[src/rtl/alu_result_fifo_if.sv]
// Bundle of the ALU result capture stage: ALU-side inputs and the
// inspection-side outputs. The master drives the ALU result and requests
// and observes the FIFO. The slave is the FIFO itself.
interface alu_result_fifo_if #(
    parameter int DEPTH = 4,
    parameter int AW    = 2
);
    logic [3:0]  res_in;
    logic        cout_in;
    logic        capture;
    logic        pop;
    logic [4:0]  q;
    logic [AW:0] count;
    logic        empty;
    logic        full;
    logic [7:0]  acc;
    logic        ovf;
    logic        udf;

    modport master (
        output res_in, cout_in, capture, pop,
        input  q, count, empty, full, acc, ovf, udf
    );

    modport slave (
        input  res_in, cout_in, capture, pop,
        output q, count, empty, full, acc, ovf, udf
    );
endinterface

[src/rtl/alu_result_fifo.sv]
// Capture stage behind the 4-bit ALU.
// A rising edge on capture pushes {cout,res} into a show-ahead FIFO.
// A rising edge on pop steps to the next entry.
// The block also keeps a mod-256 running sum of the accepted words and
// sticky overflow/underflow flags.
module alu_result_fifo #(
    parameter int DEPTH = 4,
    parameter int AW    = 2
) (
    input  logic              clk,
    input  logic              reset,
    alu_result_fifo_if.slave  bus
);
    localparam logic [AW:0] FULL_CNT = (AW+1)'(DEPTH);

    logic [4:0]    mem_q [DEPTH];
    logic [4:0]    mem_d [DEPTH];
    logic [AW-1:0] wp_q, wp_d;
    logic [AW-1:0] rp_q, rp_d;
    logic [AW:0]   count_q, count_d;
    logic [7:0]    acc_q, acc_d;
    logic          ovf_q, ovf_d;
    logic          udf_q, udf_d;
    logic          cap_prev_q, cap_prev_d;
    logic          pop_prev_q, pop_prev_d;

    logic          push_ev_s, pop_ev_s;
    logic          empty_s, full_s;
    logic          push_ok_s, pop_ok_s;
    logic [4:0]    wdata_s;
    logic [4:0]    q_s;

    // Edge events and acceptance. A push into a full FIFO is allowed when a pop
    // frees the head slot on the same edge.
    always_comb begin
        wdata_s   = {bus.cout_in, bus.res_in};
        push_ev_s = bus.capture & ~cap_prev_q;
        pop_ev_s  = bus.pop & ~pop_prev_q;
        empty_s   = (count_q == {(AW+1){1'b0}});
        full_s    = (count_q == FULL_CNT);
        push_ok_s = push_ev_s & (~full_s | pop_ev_s);
        pop_ok_s  = pop_ev_s & ~empty_s;
    end

    // Next-state computation for the pointers, storage, count, sum and flags.
    always_comb begin
        mem_d      = mem_q;
        wp_d       = wp_q;
        rp_d       = rp_q;
        count_d    = count_q;
        acc_d      = acc_q;
        cap_prev_d = bus.capture;
        pop_prev_d = bus.pop;
        ovf_d      = ovf_q | (push_ev_s & full_s & ~pop_ev_s);
        udf_d      = udf_q | (pop_ev_s & empty_s);

        if (push_ok_s) begin
            mem_d[wp_q] = wdata_s;
            wp_d        = wp_q + AW'(1);
            acc_d       = acc_q + {3'b000, wdata_s};
        end else begin
            wp_d  = wp_q;
            acc_d = acc_q;
        end

        if (pop_ok_s) begin
            rp_d = rp_q + AW'(1);
        end else begin
            rp_d = rp_q;
        end

        case ({push_ok_s, pop_ok_s})
            2'b10:   count_d = count_q + (AW+1)'(1);
            2'b01:   count_d = count_q - (AW+1)'(1);
            default: count_d = count_q;
        endcase
    end

    // Control state registers with synchronous reset.
    always_ff @(posedge clk) begin
        if (reset) begin
            wp_q       <= '0;
            rp_q       <= '0;
            count_q    <= '0;
            acc_q      <= 8'h00;
            ovf_q      <= 1'b0;
            udf_q      <= 1'b0;
            cap_prev_q <= 1'b0;
            pop_prev_q <= 1'b0;
        end else begin
            wp_q       <= wp_d;
            rp_q       <= rp_d;
            count_q    <= count_d;
            acc_q      <= acc_d;
            ovf_q      <= ovf_d;
            udf_q      <= udf_d;
            cap_prev_q <= cap_prev_d;
            pop_prev_q <= pop_prev_d;
        end
    end

    // Storage array. It is not reset because its contents are masked by count.
    always_ff @(posedge clk) begin
        mem_q <= mem_d;
    end

    // Show-ahead head word. The output reads 0 while nothing is held.
    always_comb begin
        if (empty_s) begin
            q_s = 5'd0;
        end else begin
            q_s = mem_q[rp_q];
        end
    end

    assign bus.q     = q_s;
    assign bus.count = count_q;
    assign bus.empty = empty_s;
    assign bus.full  = full_s;
    assign bus.acc   = acc_q;
    assign bus.ovf   = ovf_q;
    assign bus.udf   = udf_q;
endmodule
[src/flat_wrapper.sv]
// flat-port wrapper written by rule: the top's interface ports become plain ports
module alu_result_fifo_flat 
#(
    parameter int DEPTH = 4,
    parameter int AW    = 2
)
  (clk, reset, bus_res_in, bus_cout_in, bus_capture, bus_pop, bus_q, bus_count, bus_empty, bus_full, bus_acc, bus_ovf, bus_udf);
  alu_result_fifo_if #(.DEPTH(DEPTH), .AW(AW)) bus_i ();
  input  logic clk;
  input  logic reset;
  input wire logic [$bits(bus_i.res_in)-1:0] bus_res_in;
  input wire logic [$bits(bus_i.cout_in)-1:0] bus_cout_in;
  input wire logic [$bits(bus_i.capture)-1:0] bus_capture;
  input wire logic [$bits(bus_i.pop)-1:0] bus_pop;
  output wire logic [$bits(bus_i.q)-1:0] bus_q;
  output wire logic [$bits(bus_i.count)-1:0] bus_count;
  output wire logic [$bits(bus_i.empty)-1:0] bus_empty;
  output wire logic [$bits(bus_i.full)-1:0] bus_full;
  output wire logic [$bits(bus_i.acc)-1:0] bus_acc;
  output wire logic [$bits(bus_i.ovf)-1:0] bus_ovf;
  output wire logic [$bits(bus_i.udf)-1:0] bus_udf;
  assign bus_i.res_in = bus_res_in;
  assign bus_i.cout_in = bus_cout_in;
  assign bus_i.capture = bus_capture;
  assign bus_i.pop = bus_pop;
  assign bus_q = bus_i.q;
  assign bus_count = bus_i.count;
  assign bus_empty = bus_i.empty;
  assign bus_full = bus_i.full;
  assign bus_acc = bus_i.acc;
  assign bus_ovf = bus_i.ovf;
  assign bus_udf = bus_i.udf;
  alu_result_fifo #(.DEPTH(DEPTH), .AW(AW)) u_core (.clk(clk), .reset(reset), .bus(bus_i));
endmodule
[config.mk]
export PLATFORM = sky130hd
export DESIGN_NAME = alu_result_fifo_flat
export DESIGN_NICKNAME = d
export VERILOG_FILES = /design/src/rtl/alu_result_fifo_if.sv /design/src/rtl/alu_result_fifo.sv /design/src/flat_wrapper.sv
export SDC_FILE = /design/constraint.sdc
export NUM_CORES = 1
export LEC_CHECK = 0
export BUFFER_PORTS_ARGS = -buffer_cell sky130_fd_sc_hd__buf_2
export CAP_MARGIN = 5
export CORE_ASPECT_RATIO = 0.7
export CORE_MARGIN = 5
export CORE_UTILIZATION = 55
export CTS_BUF_LIST = sky130_fd_sc_hd__clkbuf_8
export CTS_CLUSTER_SIZE = 20
export DETAILED_ROUTE_END_ITERATION = 10
export PLACE_DENSITY_LB_ADDON = 0.3
export SLEW_MARGIN = 10
export SYNTH_ARGS = -nofsm -noshare
export SYNTH_HDL_FRONTEND = slang
export SYNTH_SLANG_ARGS = --single-unit
[constraint.sdc]
create_clock -name clk -period 2.81 [get_ports clk]
set_input_delay 0.1405 -clock clk [delete_from_list [all_inputs] [get_ports clk]]
set_output_delay 0.1405 -clock clk [all_outputs]
set_load 0.02 [all_outputs]
==> qor.yml <==
setup_path:
  cp-start-kind: "flip-flop"
  critPathArrivalTime_ps: 2810
  reg2reg_to: "u_core.bus.count[2]"
  worstPathMaxFanout: 12
  required_ps: 3020
  cp-end-kind: "flip-flop"
  rrSetupSlack_ps: 210
  reg2reg_from: "u_core.bus.count[2]"
  critical_path.cell_chain: "or3b_4 > o21a_2 > clkinv_2 > ha_1 > inv_1 > fa_1 > xor2_1 > or3_1 > a21oi_1"
  worstSetupPathType: "flip-flop to flip-flop"
  r2r_cells: 9
  critPathSlowestCell: "or3b_4"
  worst_path_largest_cell_delay_ps: 420
power_and_ir_drop:
  p_leak_nw: 0.853
  p_total_mw: 1.65
  power_density_nw_per_um2: 792
  ir_drop_mv: 0.358
global_route:
  grt_pass1_vias: 1210
  antenna_found_initial: 0
  grt_pass1_wl_mm: 5.90
  grt-ovfl-total: 0
  grt_use_total_pct: 17.1
  grt_max_degree: 23
final_layout:
  multi_input_area_um2: 787
  syn2layout_area_growth_pct: 13.5
  regArea_um2: 981
  drive_gt1_share_pct: 26.5
  n_antenna_cell: 0
  layout.nets: 201
  fill_cells: 245
placed_design:
  numPortBuffers: 28
  dp_hpwl_mm: 2.58
  gp_congestion: 0.859
floorplanning:
  die_w_um: 79.0
  core_um2: 3170
  rows: 17
  io_pins: 29
  initial_utilization_pct: 57.8
  die_area_um2: 4600
  die_y_um: 58.3
timing:
  slew_headroom_pct: 71.4
  rsz0062_at_grt: "no"
  setup_tns_ps: 0
  period_needed_ps: 2600
  fin_crit_sh_pct: 92.6
  hold_viol: 0
  finClkSkew_ps: 6.48
  fmax_mhz: 384
  drv_slew: 0
  setup_viol: 0
  tightest_slew_ps: 428
drt:
  num_vias: 1206
  drtIter0Drc: 54
  wirelength_mm: 3.53
  detail_route.wl_per_cell_um: 16.1
  drt-pass1-iter-count: 4
  antenna_left: 0
  drc: 0
  vias_per_cell: 5.51
synth:
  synth_seq_cells: 39
  synthCells: 149
  synth_warnings: 0
  synth_nets: 170
  syn_area_per_cell_um2: 12.3
  synth_ff_type: "edfxtp_1"
  mappedNetlistArea_um2: 1830
  async_flop_share_pct: 0
  ys_types: 40
  yosysSeqAreaShare_pct: 53.6
  synth_edf_count: 20
worst_hold_path:
  whs_path_depth: 2
  hp-start: "bus_pop"
  hold_path_class: "primary input to flip-flop"
  min_delay_worst_endpoint: "u_core.pop_prev_q"
clocking:
  cts-resized-gates: 0
  clockBufferDepth: 2
  clk_latency_ps: 290
  cts_setup_buffers: 0
  hold_buffers: 0
  cts_tree: "built"
  cts_root_buf: "clkbuf_8"
  h-tree-depth: 2
  clkTransAtPathRegs_ps: 70
  numCtsBuffers: 5
  clkSinkCount: 39
job:
  cap_violations: 0
status:
  outcome: "complete, no violations"
==> final cells by class <==
| type | count | area share (%) |
|---|---|---|
| inverters | 9 | 1.69 |
| clock buffers | 5 | 3.31 |
| multi-input cells | 96 | 37.9 |
| repair buffers | 29 | 7.10 |
| flip-flops and latches | 39 | 47.2 |
| clock inverters | 3 | 0.542 |
| well taps | 38 | 2.29 |
==> through the flow <==
| step | cells | setup slack, ps | util [%] | hold WS, ps | area, µm² |
|---|---|---|---|---|---|
| floorplan | 149 | 363 | - | 239 | 1830 |
| global placement | 211 | 339 | 63.0 | 365 | 2000 |
| detailed placement | 211 | 233 | 63.0 | 385 | 2000 |
| CTS | 219 | 209 | 65.6 | 91.7 | 2080 |
| global route | 219 | 50.4 | 65.6 | 111 | 2080 |
| finish | 219 | 207 | 65.6 | 98.4 | 2080 |
==> where the power goes <==
group	total, mW	internal (mW)	switching, mW
Combinational	0.569	0.239	0.330
Clock	0.354	0.166	0.189
Sequential	0.722	0.657	0.0651
==> layer usage <==
metal / up-vias / wire (µm) / GRT usage, %
li1: 587 / - / -
met1: 586 / 1680 / 23.9
met4: 0 / 39 / 5.88
met2: 28 / 1650 / 25.6
met5: - / 0 / 0
met3: 5 / 162 / 4.97
==> cells by family (layout without fill, tap and decap cells) <==
family / Yosys count / in the layout / synth area share, %
simple gates: 45 / 45 / 13.5
flops: 39 / 39 / 53.6
compound gates: 25 / 25 / 9.50
buf+inv: 14 / 46 / 3.42
fa+ha+maj: 12 / 12 / 9.02
xor+xnor: 7 / 7 / 3.35
mux: 7 / 7 / 7.59
==> critical path: cells and delay by family, from the launching register on <==
kind                     cells  cell delay [ps]
adder cells (fa/ha/maj)      2              570
AO/OA/AOI/OAI                2              470
buffers and inverters        2              220
XOR/XNOR                     1              160
flip-flops                   1              400
AND/OR/NAND/NOR              2              720
==> Yosys cell counts, drive strengths merged, types with 2 or more instances <==
cell / number / share of area (%)
edfxtp: 20 / 33
dfxtp: 19 / 21
nor2: 13 / 2.7
nor2b: 11 / 3.8
a21oi: 10 / 2.7
ha: 10 / 6.8
inv: 8 / 1.6
nand2: 8 / 1.6
mux4: 5 / 6.2
xnor2: 5 / 2.4
and2: 4 / 1.4
buf: 4 / 1.3
a211oi: 3 / 1.8
a211o: 2 / 0.96
fa: 2 / 2.2
mux2: 2 / 1.4
nand3: 2 / 0.55
o21a: 2 / 0.89
o21ai: 2 / 0.55
xor2: 2 / 0.96
==> state kept, by name (all words and copies together) (netlist names) <==
| register | cells |
|---|---|
| u_core.pop_prev_q | 1 |
| u_core.rp_q | 2 |
| u_core.wp_q | 2 |
| u_core.bus.acc | 8 |
| u_core.mem_q | 20 |
| u_core.cap_prev_q | 1 |
| u_core.bus.count | 3 |
| u_core.bus.udf | 1 |
| u_core.bus.ovf | 1 |
==> worst max path at each step <==
| stage | start | to | slack [ps] | depth (start not counted) |
|---|---|---|---|---|
| after floorplan | u_core.bus.count[2] | u_core.bus.count[2] | 360 | 9 |
| after global placement | u_core.bus.count[2] | u_core.bus.count[2] | 340 | 9 |
| after detailed placement | u_core.bus.count[2] | u_core.bus.count[2] | 230 | 9 |
| after CTS | u_core.bus.count[2] | u_core.bus.count[2] | 210 | 9 |
| after global routing | u_core.bus.count[2] | u_core.bus.count[2] | 50 | 9 |
| final | u_core.bus.count[2] | u_core.bus.count[2] | 210 | 9 |
==> cells in the final DEF, fill, tap and decap left out, types with 2 or more instances in the layout <==
cell type   n
and2_1      4
clkinv_1    2
nor2b_1    11
inv_1       9
nand3_1     2
a211oi_2    2
a211o_1     2
fa_1        2
clkbuf_8    5
a21oi_1    10
ha_1       10
xor2_1      2
edfxtp_1   20
o21ai_0     2
xnor2_1     5
nand2_1     8
dfxtp_1    19
mux4_2      5
nor2_1     13
buf_2      28
No activity file was read; power rests on OpenSTA's default activity.
